### config.mk
export PLATFORM = sky130hd
export DESIGN_NAME = alu_operand_stage_flat
export DESIGN_NICKNAME = d
export VERILOG_FILES = /design/src/rtl/alu_operand_stage_if.sv /design/src/rtl/alu_operand_stage.sv /design/src/flat_wrapper.sv
export SDC_FILE = /design/constraint.sdc
export NUM_CORES = 1
export LEC_CHECK = 0
export CORE_ASPECT_RATIO = 1.5
export CORE_MARGIN = 10
export CORE_UTILIZATION = 47
export DETAILED_ROUTE_END_ITERATION = 10
export HOLD_SLACK_MARGIN = 0.15
export PLACE_DENSITY = 0.91
export SYNTH_ARGS = -nofsm -noshare
export SYNTH_HDL_FRONTEND = slang
export SYNTH_SLANG_ARGS = --single-unit
### constraint.sdc
create_clock -name clock -period 11.7 [get_ports clock]
set_input_delay 1.17 -clock clock [delete_from_list [all_inputs] [get_ports clock]]
set_output_delay 1.17 -clock clock [all_outputs]
set_load 0.01 [all_outputs]
### src/rtl/alu_operand_stage_if.sv
// Handshake/bus bundle between decode, the ALU operand stage and the ALU.
// The stage itself connects through the slave modport; the driving environment uses master.
interface alu_operand_stage_if #(
   parameter int WIDTH          = 32,
   parameter int CTRL_WIDTH     = 4,
   parameter int REG_ADDR_WIDTH = 5
);
   logic                      flush;
   logic                      in_valid;
   logic                      in_ready;
   logic [REG_ADDR_WIDTH-1:0] rs1_addr;
   logic [REG_ADDR_WIDTH-1:0] rs2_addr;
   logic [WIDTH-1:0]          rs1_data;
   logic [WIDTH-1:0]          rs2_data;
   logic [WIDTH-1:0]          pc;
   logic [WIDTH-1:0]          imm;
   logic                      use_pc;
   logic                      use_imm;
   logic [CTRL_WIDTH-1:0]     ctrl_in;
   logic                      wb_write;
   logic [REG_ADDR_WIDTH-1:0] wb_rd;
   logic [WIDTH-1:0]          wb_data;
   logic                      out_valid;
   logic                      out_ready;
   logic [WIDTH-1:0]          src_A;
   logic [WIDTH-1:0]          src_B;
   logic [CTRL_WIDTH-1:0]     ALU_control;

   modport master (
      output flush, in_valid, rs1_addr, rs2_addr, rs1_data, rs2_data, pc, imm,
             use_pc, use_imm, ctrl_in, wb_write, wb_rd, wb_data, out_ready,
      input  in_ready, out_valid, src_A, src_B, ALU_control
   );

   modport slave (
      input  flush, in_valid, rs1_addr, rs2_addr, rs1_data, rs2_data, pc, imm,
             use_pc, use_imm, ctrl_in, wb_write, wb_rd, wb_data, out_ready,
      output in_ready, out_valid, src_A, src_B, ALU_control
   );
endinterface

### src/rtl/alu_operand_stage.sv
// ALU operand stage: forms src_A/src_B at capture and buffers them in a 2-entry skid FIFO.
// Define ALU_OPERAND_FORWARD_EN to forward the writeback value into rs1/rs2 at capture.
module alu_operand_stage #(
   parameter int WIDTH          = 32,
   parameter int CTRL_WIDTH     = 4,
   parameter int REG_ADDR_WIDTH = 5
) (
   input logic                clock,
   input logic                reset,
   alu_operand_stage_if.slave bus
);

   typedef struct packed {
      logic [WIDTH-1:0]      a;
      logic [WIDTH-1:0]      b;
      logic [CTRL_WIDTH-1:0] ctrl;
   } entry_t;

   logic   out_valid_q, out_valid_d;
   logic   skid_valid_q, skid_valid_d;
   logic   in_ready_q, in_ready_d;
   entry_t out_q, out_d;
   entry_t skid_q, skid_d;

   logic [WIDTH-1:0] rs1_val;
   logic [WIDTH-1:0] rs2_val;
   entry_t           in_entry;
   logic             accept;
   logic             release_out;

`ifdef ALU_OPERAND_FORWARD_EN
   always_comb begin
      rs1_val = bus.rs1_data;
      rs2_val = bus.rs2_data;
      if (bus.wb_write && (bus.wb_rd == bus.rs1_addr) && (bus.wb_rd != '0)) rs1_val = bus.wb_data;
      if (bus.wb_write && (bus.wb_rd == bus.rs2_addr) && (bus.wb_rd != '0)) rs2_val = bus.wb_data;
   end
`else
   logic unused_wb;
   assign unused_wb = ^{bus.wb_write, bus.wb_rd, bus.wb_data};

   always_comb begin
      rs1_val = bus.rs1_data;
      rs2_val = bus.rs2_data;
   end
`endif

   // Register x0 always reads as zero, even if the read port returns garbage.
   always_comb begin
      in_entry      = '0;
      in_entry.a    = bus.use_pc  ? bus.pc  : ((bus.rs1_addr == '0) ? '0 : rs1_val);
      in_entry.b    = bus.use_imm ? bus.imm : ((bus.rs2_addr == '0) ? '0 : rs2_val);
      in_entry.ctrl = bus.ctrl_in;
   end

   assign accept      = bus.in_valid && in_ready_q;
   assign release_out = out_valid_q && bus.out_ready;

   // The skid entry always drains before new input; in_ready is low whenever it is full.
   always_comb begin
      out_valid_d  = out_valid_q;
      skid_valid_d = skid_valid_q;
      out_d        = out_q;
      skid_d       = skid_q;
      if (bus.flush) begin
         out_valid_d  = 1'b0;
         skid_valid_d = 1'b0;
      end else if (!out_valid_q || release_out) begin
         if (skid_valid_q) begin
            out_d        = skid_q;
            out_valid_d  = 1'b1;
            skid_valid_d = 1'b0;
         end else if (accept) begin
            out_d       = in_entry;
            out_valid_d = 1'b1;
         end else begin
            out_valid_d = 1'b0;
         end
      end else if (accept) begin
         skid_d       = in_entry;
         skid_valid_d = 1'b1;
      end
      in_ready_d = !skid_valid_d;
   end

   always_ff @(posedge clock or posedge reset) begin
      if (reset) begin
         out_valid_q  <= 1'b0;
         skid_valid_q <= 1'b0;
         in_ready_q   <= 1'b1;
         out_q        <= '0;
         skid_q       <= '0;
      end else begin
         out_valid_q  <= out_valid_d;
         skid_valid_q <= skid_valid_d;
         in_ready_q   <= in_ready_d;
         out_q        <= out_d;
         skid_q       <= skid_d;
      end
   end

   assign bus.in_ready    = in_ready_q;
   assign bus.out_valid   = out_valid_q;
   assign bus.src_A       = out_q.a;
   assign bus.src_B       = out_q.b;
   assign bus.ALU_control = out_q.ctrl;

endmodule

### src/flat_wrapper.sv
// flat-port wrapper written by rule: the top's interface ports become plain ports
module alu_operand_stage_flat 
#(
   parameter int WIDTH          = 32,
   parameter int CTRL_WIDTH     = 4,
   parameter int REG_ADDR_WIDTH = 5
)
  (clock, reset, bus_flush, bus_in_valid, bus_rs1_addr, bus_rs2_addr, bus_rs1_data, bus_rs2_data, bus_pc, bus_imm, bus_use_pc, bus_use_imm, bus_ctrl_in, bus_wb_write, bus_wb_rd, bus_wb_data, bus_out_ready, bus_in_ready, bus_out_valid, bus_src_A, bus_src_B, bus_ALU_control);
  alu_operand_stage_if #(.WIDTH(WIDTH), .CTRL_WIDTH(CTRL_WIDTH), .REG_ADDR_WIDTH(REG_ADDR_WIDTH)) bus_i ();
  input logic clock;
  input logic reset;
  input wire logic [$bits(bus_i.flush)-1:0] bus_flush;
  input wire logic [$bits(bus_i.in_valid)-1:0] bus_in_valid;
  input wire logic [$bits(bus_i.rs1_addr)-1:0] bus_rs1_addr;
  input wire logic [$bits(bus_i.rs2_addr)-1:0] bus_rs2_addr;
  input wire logic [$bits(bus_i.rs1_data)-1:0] bus_rs1_data;
  input wire logic [$bits(bus_i.rs2_data)-1:0] bus_rs2_data;
  input wire logic [$bits(bus_i.pc)-1:0] bus_pc;
  input wire logic [$bits(bus_i.imm)-1:0] bus_imm;
  input wire logic [$bits(bus_i.use_pc)-1:0] bus_use_pc;
  input wire logic [$bits(bus_i.use_imm)-1:0] bus_use_imm;
  input wire logic [$bits(bus_i.ctrl_in)-1:0] bus_ctrl_in;
  input wire logic [$bits(bus_i.wb_write)-1:0] bus_wb_write;
  input wire logic [$bits(bus_i.wb_rd)-1:0] bus_wb_rd;
  input wire logic [$bits(bus_i.wb_data)-1:0] bus_wb_data;
  input wire logic [$bits(bus_i.out_ready)-1:0] bus_out_ready;
  output wire logic [$bits(bus_i.in_ready)-1:0] bus_in_ready;
  output wire logic [$bits(bus_i.out_valid)-1:0] bus_out_valid;
  output wire logic [$bits(bus_i.src_A)-1:0] bus_src_A;
  output wire logic [$bits(bus_i.src_B)-1:0] bus_src_B;
  output wire logic [$bits(bus_i.ALU_control)-1:0] bus_ALU_control;
  assign bus_i.flush = bus_flush;
  assign bus_i.in_valid = bus_in_valid;
  assign bus_i.rs1_addr = bus_rs1_addr;
  assign bus_i.rs2_addr = bus_rs2_addr;
  assign bus_i.rs1_data = bus_rs1_data;
  assign bus_i.rs2_data = bus_rs2_data;
  assign bus_i.pc = bus_pc;
  assign bus_i.imm = bus_imm;
  assign bus_i.use_pc = bus_use_pc;
  assign bus_i.use_imm = bus_use_imm;
  assign bus_i.ctrl_in = bus_ctrl_in;
  assign bus_i.wb_write = bus_wb_write;
  assign bus_i.wb_rd = bus_wb_rd;
  assign bus_i.wb_data = bus_wb_data;
  assign bus_i.out_ready = bus_out_ready;
  assign bus_in_ready = bus_i.in_ready;
  assign bus_out_valid = bus_i.out_valid;
  assign bus_src_A = bus_i.src_A;
  assign bus_src_B = bus_i.src_B;
  assign bus_ALU_control = bus_i.ALU_control;
  alu_operand_stage #(.WIDTH(WIDTH), .CTRL_WIDTH(CTRL_WIDTH), .REG_ADDR_WIDTH(REG_ADDR_WIDTH)) u_core (.clock(clock), .reset(reset), .bus(bus_i));
endmodule
---- After elaboration in Yosys (flattened, before gate mapping) ----
Cells that the tools add are included.
W data, S select, Z words.
operators by class
  mux-type cells .......................... 13
  bitwise gates (word level) .............. 2
  reduce and logical (&&, ||, !) cells .... 11
operators by type and width
  operator             number
  $mux W68             2
  $mux W32             4
  $logic_not A5 Y1     2
  $mux W1              7
  $reduce_and A3 Y1    2
  $reduce_bool A2 Y1   2
  $logic_and A1 B1 Y1  2
  $logic_not A1 Y1     2
  $not A1 Y1           2
  $logic_or A1 B1 Y1   1
storage, ports and cells
  register bits after elaboration ......... 139
  input port bits ......................... 187
  output and inout port bits .............. 70

---- Depth between registers and ports, before layout ----
Gate-level depths: netlist (run 1).
  depth in word-level cells ............... 5
  gate-level depth with buffers ........... 6
  gate-level depth less buffers ........... 3

---- Least setup slack after synthesis (run 1) ----
Ideal clock, no wire load.
  kind .................................... input port to flip-flop
  start point ............................. in bus_use_pc
  end point ............................... reg u_core.skid_q[40] (netlist bit)
  arrival ................................. 2.339 ns
  required time ........................... 11.575 ns
  setup slack ............................. 9.237 ns
  cell stages on the path ................. 5
  path buffers ............................ 2
  path through ............................ buf_2 -> nor4_4 -> buf_6 -> a21oi_1 -> mux2_2
on the way
  longest elaborated chain between the ends .. 1
RTL lines
  what                  line                     source
  start, declared       flat_wrapper.sv:20       input wire logic [$bits(bus_i.use_pc)-1:0] bus_use_pc;
  $mux W32              alu_operand_stage.sv:51  in_entry.a = bus.use_pc ? bus.pc : ((bus.rs1_addr == '0) ? '0 : rs1_val);
  end signal, assigned  alu_operand_stage.sv:98  skid_q <= skid_d;
  end, declared         alu_operand_stage.sv:23  entry_t skid_q, skid_d;
Every way passes these cells.
A chain may end at the register's enable or synchronous reset.

---- Final worst setup path (run 1) ----
  start point ............................. in bus_in_valid
  end point ............................... reg u_core.out_q, in the netlist u_core.bus.ALU_control[2]
on the way
  longest elaborated chain between the ends .. 3
RTL lines
  what                                 line                     source
  start, declared                      flat_wrapper.sv:13       input wire logic [$bits(bus_i.in_valid)-1:0] bus_in_valid;
  $logic_and A1 B1 Y1                  alu_operand_stage.sv:56  assign accept = bus.in_valid && in_ready_q;
  $reduce_bool A2 Y1 (no source line)  -
  $reduce_and A3 Y1 (no source line)   -
  end signal, assigned                 alu_operand_stage.sv:97  out_q <= out_d;
  end, declared                        alu_operand_stage.sv:22  entry_t out_q, out_d;
Every way passes these cells.

==> impl_metrics.ini, run 1 <==
[clock_network]
cts.clk_slew.worst_paths_ns = 0.06
htreeDepth = 4
cts_setup_buffers = 0
cts_root_buf = clkbuf_16
clkSinkCount = 139
cts.path.max_buffers = 2
cts.repair.resized = 0
cts.hold.buffers_added = 0
numCtsBuffers = 17
cts_tree = done
clock_latency_ns = 0.41

[job]
drv_cap = 0

[timing]
setup_viol = 0
tns_ns = 0
max_freq_mhz = 334
drv_slew = 0
rsz0062_at_grt = false
hold_ws_ns = 0.504
hold_viol = 0
worstMarginPinSlew_ns = 1.02
relSlewSlack_pct = 32.3
finalClockSkew_ns = 0.0122
fin_crit_sh_pct = 25.6
period_minus_slack_ns = 3.00

[placed_design]
placedCellCount = 984
io_buffers = 218
dpl-instance-area_mm2 = 0.00967
gp_congestion = 0.760
hpwl_mm = 14.6

[worst_setup_path]
critical_path.startpoint = bus_in_valid
cp_num_buf_inv = 2
reg2reg_from = u_core.skid_valid_q
cp_slowest_cell = nor3_4
reg2regPathDepth = 4
crit_chain = clkdlybuf4s50_1 > a21oi_4 > nor3_4 > buf_4 > mux2_2
cp.depth = 5
slowest_delay_ns = 0.73
critPathCapture = u_core.bus.ALU_control[2]
start_kind = input port
critPathKind = input port to flip-flop
end_kind = flip-flop
critPathRequiredTime_ns = 12.00
cp.arrival_ns = 3.30
r2r-end = u_core.bus.ALU_control[2]
critical-path-top-delay-family = buffers and inverters
cp_max_fo = 19
ff2ff_setup_slack_ns = 9.13

[detailed_routing]
drc_errors = 0
via_count = 6280
wl_per_cell_um = 22.1
vias_per_cell = 6.18
ant_nets = 0
drtIter0Drc = 549
routed_wl_mm = 22.5
drtPass1Iterations = 5

[logic_synthesis]
synthesis.nets = 818
syn_area_mm2 = 0.00746
synth_edf_count = 0
yosysWarnings = 0
synth.distinct_cells = 20
ys_ff_latch = 139
synthesis.instances = 631
synth-main-ff-cell = dfrtp_1
syn_avg_cell_area_um2 = 11.8
yosys.cell_count.top_type = dfrtp_1
yosys.area.top_type = dfrtp_1
synth_top_area_share_pct = 46.3
async_flop_share_pct = 100
ys_seq_area_share_pct = 46.6
synth.area.top_cells = dfrtp_1, mux2_2, mux2i_1, a2111oi_0, a211o_1
netlist_top_cells_count = dfrtp_1, mux2_2, a21oi_1

[finish]
nFillCells = 1203
layout-drive-gt1-share_pct = 16.5
stdcell_count = 1016
syn2layout_area_growth_pct = 37.4
post-route-cell-area_mm2 = 0.0103
nets = 987
utilization_pct = 65.6
diodes = 0

[power]
p_leak_uw = 0.00428
p_switching_uw = 435
max-vdd-ir-drop_mv = 0.0774
seqPwrFrac_pct = 41.0
power.share.clock_pct = 33.8
swShare_pct = 27.4
powerDensity_mw_per_mm2 = 155
combPwrFrac_pct = 25.2
intPower_uw = 1150

[floorplan]
die_w_um = 123
ios = 257
floorplan.initialDensity_pct = 47.7
die_h_um = 174
die_area_mm2 = 0.0214
std_cell_rows = 56
core-area_mm2 = 0.0156

[global_route]
grt_max_degree = 75
grt.overflow.total = 0
grt_pass1_wl_mm = 36.2
grt_pass1_vias = 6669
groute.usage.overall_pct = 20.7
grt_antenna_before_repair = 0

[status]
status = completed

[hold_path]
hold_class = flip-flop to flip-flop
==> flip-flops by register name (all words and copies together), names as in the netlist <==
| register | cells |
|---|---|
| u_core.bus.src_B | 32 |
| u_core.bus.out_valid | 1 |
| u_core.skid_q | 68 |
| u_core.bus.ALU_control | 4 |
| u_core.skid_valid_q | 1 |
| u_core.bus.src_A | 32 |
| u_core.bus.in_ready | 1 |
==> layer usage <==
| layer | global-route usage (%) | routed length [um] |
|---|---|---|
| met1 | 24.2 | 8610 |
| met2 | 34.9 | 11800 |
| met3 | 4.90 | 1340 |
| met4 | 9.26 | 704 |
| met5 | 0 | 0 |
==> logic make-up (layout without fill, tap and decap cells) <==
group	after synthesis	after routing	synth area share, %
compound gates	258	258	27.0
mux	140	140	20.1
flops	139	139	46.6
buf+inv	84	266	5.10
simple gates	10	10	1.24
==> power by group through the flow <==
stage          registers, uW  logic (uW)  clock network [uW]
2_1_floorplan            666         192                   0
3_3_place_gp             650         394                   0
3_5_place_dp             658         404                   0
4_1_cts                  651         407                 544
5_1_grt                  666         431                 565
6_report                 652         401                 537
==> area by class of cell <==
type | count | area, um^2 | area share [%]
timing repair buffer | 232 | 2270 | 22.2
clock buffer | 20 | 447 | 4.36
tap | 203 | 254 | 2.48
multi-input combinational | 408 | 3650 | 35.6
clock inverter | 12 | 136 | 1.33
sequential | 139 | 3480 | 34.0
inverter | 2 | 12.5 | 0.122
==> cells in the final DEF (no fill, tap or decap), types with 2 or more instances in the layout <==
| cell | instances |
|---|---|
| a21oi_1 | 65 |
| clkbuf_1 | 2 |
| clkinvlp_4 | 3 |
| mux2i_1 | 64 |
| clkbuf_16 | 17 |
| mux2_2 | 76 |
| nor4_4 | 2 |
| a2bb2oi_1 | 64 |
| nor3_4 | 2 |
| buf_4 | 14 |
| buf_2 | 3 |
| bufinv_16 | 2 |
| a2111oi_0 | 64 |
| a211o_1 | 64 |
| nor2_4 | 2 |
| inv_6 | 5 |
| clkdlybuf4s50_1 | 215 |
| dfrtp_1 | 137 |
| clkinv_2 | 2 |
==> how the worst min path moves through the flow <==
| stage | start | end | slack, ns | cells past startpoint |
|---|---|---|---|---|
| 2_1_floorplan | u_core.skid_q[0] | u_core.skid_q[0] | 0.47 | 1 |
| 3_3_place_gp | u_core.skid_q[0] | u_core.skid_q[0] | 0.48 | 1 |
| 3_5_place_dp | u_core.skid_q[39] | u_core.skid_q[39] | 0.49 | 1 |
| 4_1_cts | u_core.skid_q[55] | u_core.skid_q[55] | 0.51 | 1 |
| 5_1_grt | u_core.skid_q[37] | u_core.skid_q[37] | 0.52 | 1 |
| 6_report | u_core.skid_q[40] | u_core.skid_q[40] | 0.50 | 1 |
==> per-stage QoR <==
stage                     total power, uW  setup slack (ns)
after global placement               1040              8.25
final                                1590              8.70
after floorplan                       857              6.81
after global routing                 1660              8.60
after detailed placement             1060              8.25
after CTS                            1600              8.68
No activity file was read; power rests on OpenSTA's default activity.
==> run 2, diff against run 1 <==
--- a/config.mk
+++ b/config.mk
@@ -7,10 +7,10 @@
 export LEC_CHECK = 0
 export CORE_ASPECT_RATIO = 1.5
 export CORE_MARGIN = 10
-export CORE_UTILIZATION = 47
+export CORE_UTILIZATION = 46
 export DETAILED_ROUTE_END_ITERATION = 10
 export HOLD_SLACK_MARGIN = 0.15
-export PLACE_DENSITY = 0.91
+export PLACE_DENSITY = 0.89
 export SYNTH_ARGS = -nofsm -noshare
 export SYNTH_HDL_FRONTEND = slang
 export SYNTH_SLANG_ARGS = --single-unit
==> constraint.sdc (replaced) <==
create_clock -name clock -period 2.9 [get_ports clock]
set_input_delay 0.29 -clock clock [delete_from_list [all_inputs] [get_ports clock]]
set_output_delay 0.29 -clock clock [all_outputs]
set_load 0.01 [all_outputs]
==> run 2 against run 1 <==
Net effect:
- flip-flop and latch count is the same
- via count is 0.29% higher
- sequential share of layout area decreased by 0.37 points
- non-clock buffer count is 3 higher
- final area increased by 1.1%
- largest cell class unchanged
- largest power group unchanged
==> impl_metrics.ini, run 2 (synthesis gave the netlist of run 1 again) <==
[clock_network]
cts.hold.buffers_added = 0
numCtsBuffers = 17
cts_root_buf = clkbuf_16
cts.clk_slew.worst_paths_ns = 0.06
clkSinkCount = 139
cts.path.max_buffers = 2
htreeDepth = 4
cts_tree = done
clock_latency_ns = 0.41
cts.repair.resized = 0
cts_setup_buffers = 0

[worst_setup_path]
start_kind = flip-flop
cp_max_fo = 36
r2r-end = u_core.bus.src_A[4]
reg2regPathDepth = 4
end_kind = flip-flop
cp_slowest_cell = nor3_4
critical_path.startpoint = u_core.bus.in_ready
ff2ff_setup_slack_ns = 0.51
critPathRequiredTime_ns = 3.22
critPathKind = flip-flop to flip-flop
slowest_delay_ns = 0.86
cp.arrival_ns = 2.71
critPathCapture = u_core.bus.src_A[4]
reg2reg_from = u_core.bus.in_ready
crit_chain = a21oi_4 > nor3_4 > buf_4 > a2bb2oi_1

[finish]
utilization_pct = 64.6
final_common_cell = clkdlybuf4s50_1
stdcell_count = 1022
nets = 990
largest_register_ff_count = 68
layout-drive-gt1-share_pct = 16.9
nFillCells = 1231
mostFrequentLayoutCells = clkdlybuf4s50_1, dfrtp_1, mux2_2
syn2layout_area_growth_pct = 38.9
post-route-cell-area_mm2 = 0.0104
regMostFlops = u_core.skid_q
diodes = 0

[power]
max-vdd-ir-drop_mv = 0.389
finalPower_uw = 6450
powerDensity_mw_per_mm2 = 623
p_leak_uw = 0.00431

[floorplan]
die_w_um = 124
ios = 257
std_cell_rows = 57
core-area_mm2 = 0.0160
die_area_mm2 = 0.0218
floorplan.initialDensity_pct = 46.5
die_h_um = 176

[placed_design]
placedCellCount = 990
gp_congestion = 0.760
dpl-instance-area_mm2 = 0.00977
hpwl_mm = 14.7
io_buffers = 218

[detailed_routing]
routed_wl_mm = 22.5
via_count = 6298
drtIter0Drc = 652
wl_per_cell_um = 22.0
drtPass1Iterations = 5
vias_per_cell = 6.16
drc_errors = 0
ant_nets = 0

[timing]
fin_crit_sh_pct = 82.4
drv_slew = 0
relSlewSlack_pct = 28.4
rsz0062_at_grt = false
period_minus_slack_ns = 2.39
finalClockSkew_ns = 0.00794
hold_viol = 0
worstMarginPinSlew_ns = 1.07
max_freq_mhz = 418
tns_ns = 0
setup_viol = 0

[job]
drv_cap = 0

[global_route]
grt_max_degree = 83
grt.overflow.total = 0
grt_pass1_wl_mm = 36.4
groute.usage.overall_pct = 20.7
grt_pass1_vias = 6767
grt_antenna_before_repair = 0

[hold_path]
holdPathStages = 3
hold_class = input port to flip-flop

[status]
status = completed
## run 2: cell count changes in the layout (fill, tap and decap cells not counted)
cell / before / now
clkbuf_1: 2 / 1
buf_12: 0 / 6
clkinv_4: 1 / 3
clkinvlp_4: 3 / 5
buf_4: 14 / 11
clkinv_2: 2 / 1
clkbuf_8: 1 / 2
inv_6: 5 / 2
## run 2: area by class of cell
cell class,count,area [um^2],area share [%]
clock buffers,20,457,4.41
multi-input cells,408,3650,35.2
well taps,206,258,2.49
clock inverters,12,139,1.34
inverters,2,11.3,0.109
flip-flops and latches,139,3480,33.6
repair buffers,235,2370,22.9
## run 2: through the flow
| step | setup WS, ns | hold slack [ns] |
|---|---|---|
| floorplan | 0.876 | 0.442 |
| global placement | 0.312 | 0.484 |
| detailed placement | 0.201 | 0.492 |
| CTS | 0.471 | 0.315 |
| global route | 0.364 | 0.334 |
| finish | 0.510 | 0.329 |
## run 2: how the worst min path moves through the flow
stage | startpoint | endpoint | slack (ns)
floorplan | bus_ctrl_in[0] | u_core.skid_q[0] | 0.44
global placement | u_core.skid_q[1] | u_core.skid_q[1] | 0.48
detailed placement | u_core.skid_q[16] | u_core.skid_q[16] | 0.49
CTS | bus_flush | u_core.bus.src_A[18] | 0.32
global route | bus_flush | u_core.bus.src_B[7] | 0.33
finish | bus_flush | u_core.bus.src_A[21] | 0.33
## run 2: layer usage
layer	track usage, %	up-vias	share of wire, %
li1	-	2857	-
met1	23.8	3191	38
met2	35.9	226	53
met3	5.75	24	7.5
met4	6.83	0	1.7
met5	0	-	0
## run 2: worst max-delay path, delay by kind of cell (launching register included)
kind | cells | cell delay, ns
AND/OR/NAND/NOR | 1 | 0.86
buffers and inverters | 1 | 0.56
flip-flops | 1 | 0.57
AO/OA/AOI/OAI | 2 | 0.30
## run 2: where the power goes
group / internal [uW] / total, uW / switching (uW)
combinational: 981 / 1630 / 653
clock: 1320 / 2190 / 868
sequential: 2390 / 2630 / 240
total: 4690 / 6450 / 1760
==> run 3, diff against run 2 <==
--- a/config.mk
+++ b/config.mk
@@ -7,10 +7,10 @@
 export LEC_CHECK = 0
 export CORE_ASPECT_RATIO = 1.5
 export CORE_MARGIN = 10
-export CORE_UTILIZATION = 46
+export CORE_UTILIZATION = 42
 export DETAILED_ROUTE_END_ITERATION = 10
 export HOLD_SLACK_MARGIN = 0.15
-export PLACE_DENSITY = 0.89
+export PLACE_DENSITY = 0.86
 export SYNTH_ARGS = -nofsm -noshare
 export SYNTH_HDL_FRONTEND = slang
 export SYNTH_SLANG_ARGS = --single-unit
==> constraint.sdc (replaced) <==
create_clock -name clock -period 2.1 [get_ports clock]
set_input_delay 0.21 -clock clock [delete_from_list [all_inputs] [get_ports clock]]
set_output_delay 0.21 -clock clock [all_outputs]
set_load 0.01 [all_outputs]
==> run 3 against run 2 <==
Net effect:
- die area grew 8.2%
- register-to-register slack worse by 0.12 ns
- worst hold slack worse by 0.13 ns
- count of clock-buffer cells in the layout is 2 lower
- final cell count rose by 1.8%
- largest cell class unchanged
- largest power group unchanged
==> impl_metrics.ini, run 3 (synthesis gave the netlist of run 1 again) <==
[status]
status = completed

[placed_design]
gp_congestion = 0.758
hpwl_mm = 15.3
placedCellCount = 1010
io_buffers = 218

[floorplan]
ios = 257
floorplan.initialDensity_pct = 42.8
die_h_um = 183
die_w_um = 129
std_cell_rows = 59
die_area_mm2 = 0.0236
core-area_mm2 = 0.0174

[timing]
rsz0062_at_grt = false
worstMarginPinSlew_ns = 0.558
drv_slew = 0
relSlewSlack_pct = 62.7
max_freq_mhz = 569
tns_ns = 0
fin_crit_sh_pct = 83.7
period_minus_slack_ns = 1.76
finalClockSkew_ns = 0.00923
setup_viol = 0
hold_viol = 0
hold_ws_ns = 0.196

[clock_network]
cts.path.max_buffers = 2
cts_tree = done
clkSinkCount = 139
htreeDepth = 4
numCtsBuffers = 17
clock_latency_ns = 0.41
cts_root_buf = clkbuf_16
cts_setup_buffers = 0
cts.repair.resized = 0
cts.clk_slew.worst_paths_ns = 0.06
cts.hold.buffers_added = 0

[worst_setup_path]
start_kind = flip-flop
cp.arrival_ns = 1.55
critPathKind = flip-flop to output pin
critPathRequiredTime_ns = 1.89
cp_num_buf_inv = 1
ff2ff_setup_slack_ns = 0.39
cp_slowest_cell = clkdlybuf4s50_1
cp.depth = 1
critical_path.startpoint = u_core.bus.in_ready
reg2regPathDepth = 4
r2r-end = u_core.skid_q[65]
slowest_delay_ns = 0.57
critPathCapture = bus_in_ready
end_kind = output pin
cp_max_fo = 3
crit_chain = clkdlybuf4s50_1
reg2reg_from = u_core.bus.in_ready
critical-path-top-delay-family = buffers and inverters

[detailed_routing]
vias_per_cell = 6.17
routed_wl_mm = 22.7
via_count = 6420
drtPass1Iterations = 7
drc_errors = 0
wl_per_cell_um = 21.8
ant_nets = 0
drtIter0Drc = 677

[power]
seqPwrFrac_pct = 41.2
p_switching_uw = 2360
combPwrFrac_pct = 26.0
power.share.clock_pct = 32.7
swShare_pct = 26.8
max-vdd-ir-drop_mv = 0.455
powerDensity_mw_per_mm2 = 834
p_leak_uw = 0.00440
intPower_uw = 6450

[global_route]
grt_busiest_layer = met2
grt_pass1_vias = 6701
use_met3_pct = 4.82
grt_max_degree = 69
grt_pass1_wl_mm = 36.2
grt.overflow.total = 0
use_met1_pct = 21.0
grt_antenna_before_repair = 0
grt_use_met2_pct = 33.1
groute.usage.overall_pct = 18.7

[finish]
nets = 1003
largest_register_ff_count = 68
regMostFlops = u_core.skid_q
layout-drive-gt1-share_pct = 18.1
diodes = 0
stdcell_count = 1040
final_common_cell = clkdlybuf4s50_1
syn2layout_area_growth_pct = 41.5
mostFrequentLayoutCells = clkdlybuf4s50_1, dfrtp_1, mux2_2

[hold_path]
hold_class = input port to async pin

[job]
drv_cap = 0
run 3: final cells by class:
class,instances,area (um^2)
fill,1374,6870
clock buffer,18,439
timing repair buffer,248,2580
sequential,139,3480
tap,213,267
inverter,2,11.3
clock inverter,12,126
multi-input combinational,408,3650
run 3: worst min-delay path by stage:
stage / from / to / slack, ns / cells past startpoint
CTS: reset / u_core.bus.src_A[7] / 0.21 / 2
floorplan: bus_ctrl_in[0] / u_core.skid_q[0] / 0.36 / 1
global route: reset / u_core.bus.src_A[10] / 0.22 / 2
detailed placement: u_core.skid_q[45] / u_core.skid_q[45] / 0.49 / 1
finish: reset / u_core.bus.src_A[7] / 0.20 / 2
global placement: u_core.skid_q[1] / u_core.skid_q[1] / 0.48 / 1
run 3: through the flow:
| step | util [%] | area, um^2 | total power [uW] | setup WS [ns] |
|---|---|---|---|---|
| 6_report | 60.6 | 10600 | 8810 | 0.343 |
| 5_1_grt | 60.6 | 10600 | 9230 | 0.298 |
| 4_1_cts | 60.6 | 10600 | 8870 | 0.332 |
| 3_5_place_dp | 57.3 | 9990 | 5970 | 0.153 |
| 3_3_place_gp | 57.3 | 9990 | 5890 | 0.183 |
| 2_1_floorplan | - | 7460 | 4780 | 0.156 |
run 3: layer usage:
metal / routed length, um / share of wire [%]
met3: 1620 / 7.1
met5: 0 / 0
met4: 453 / 2.0
met1: 8900 / 39
met2: 11700 / 52
run 3: power by group through the flow:
stage / logic (uW) / registers [uW] / clock network [uW]
2_1_floorplan: 1070 / 3710 / 0
3_3_place_gp: 2260 / 3630 / 0
3_5_place_dp: 2310 / 3660 / 0
4_1_cts: 2320 / 3620 / 2930
5_1_grt: 2460 / 3710 / 3060
6_report: 2290 / 3630 / 2880
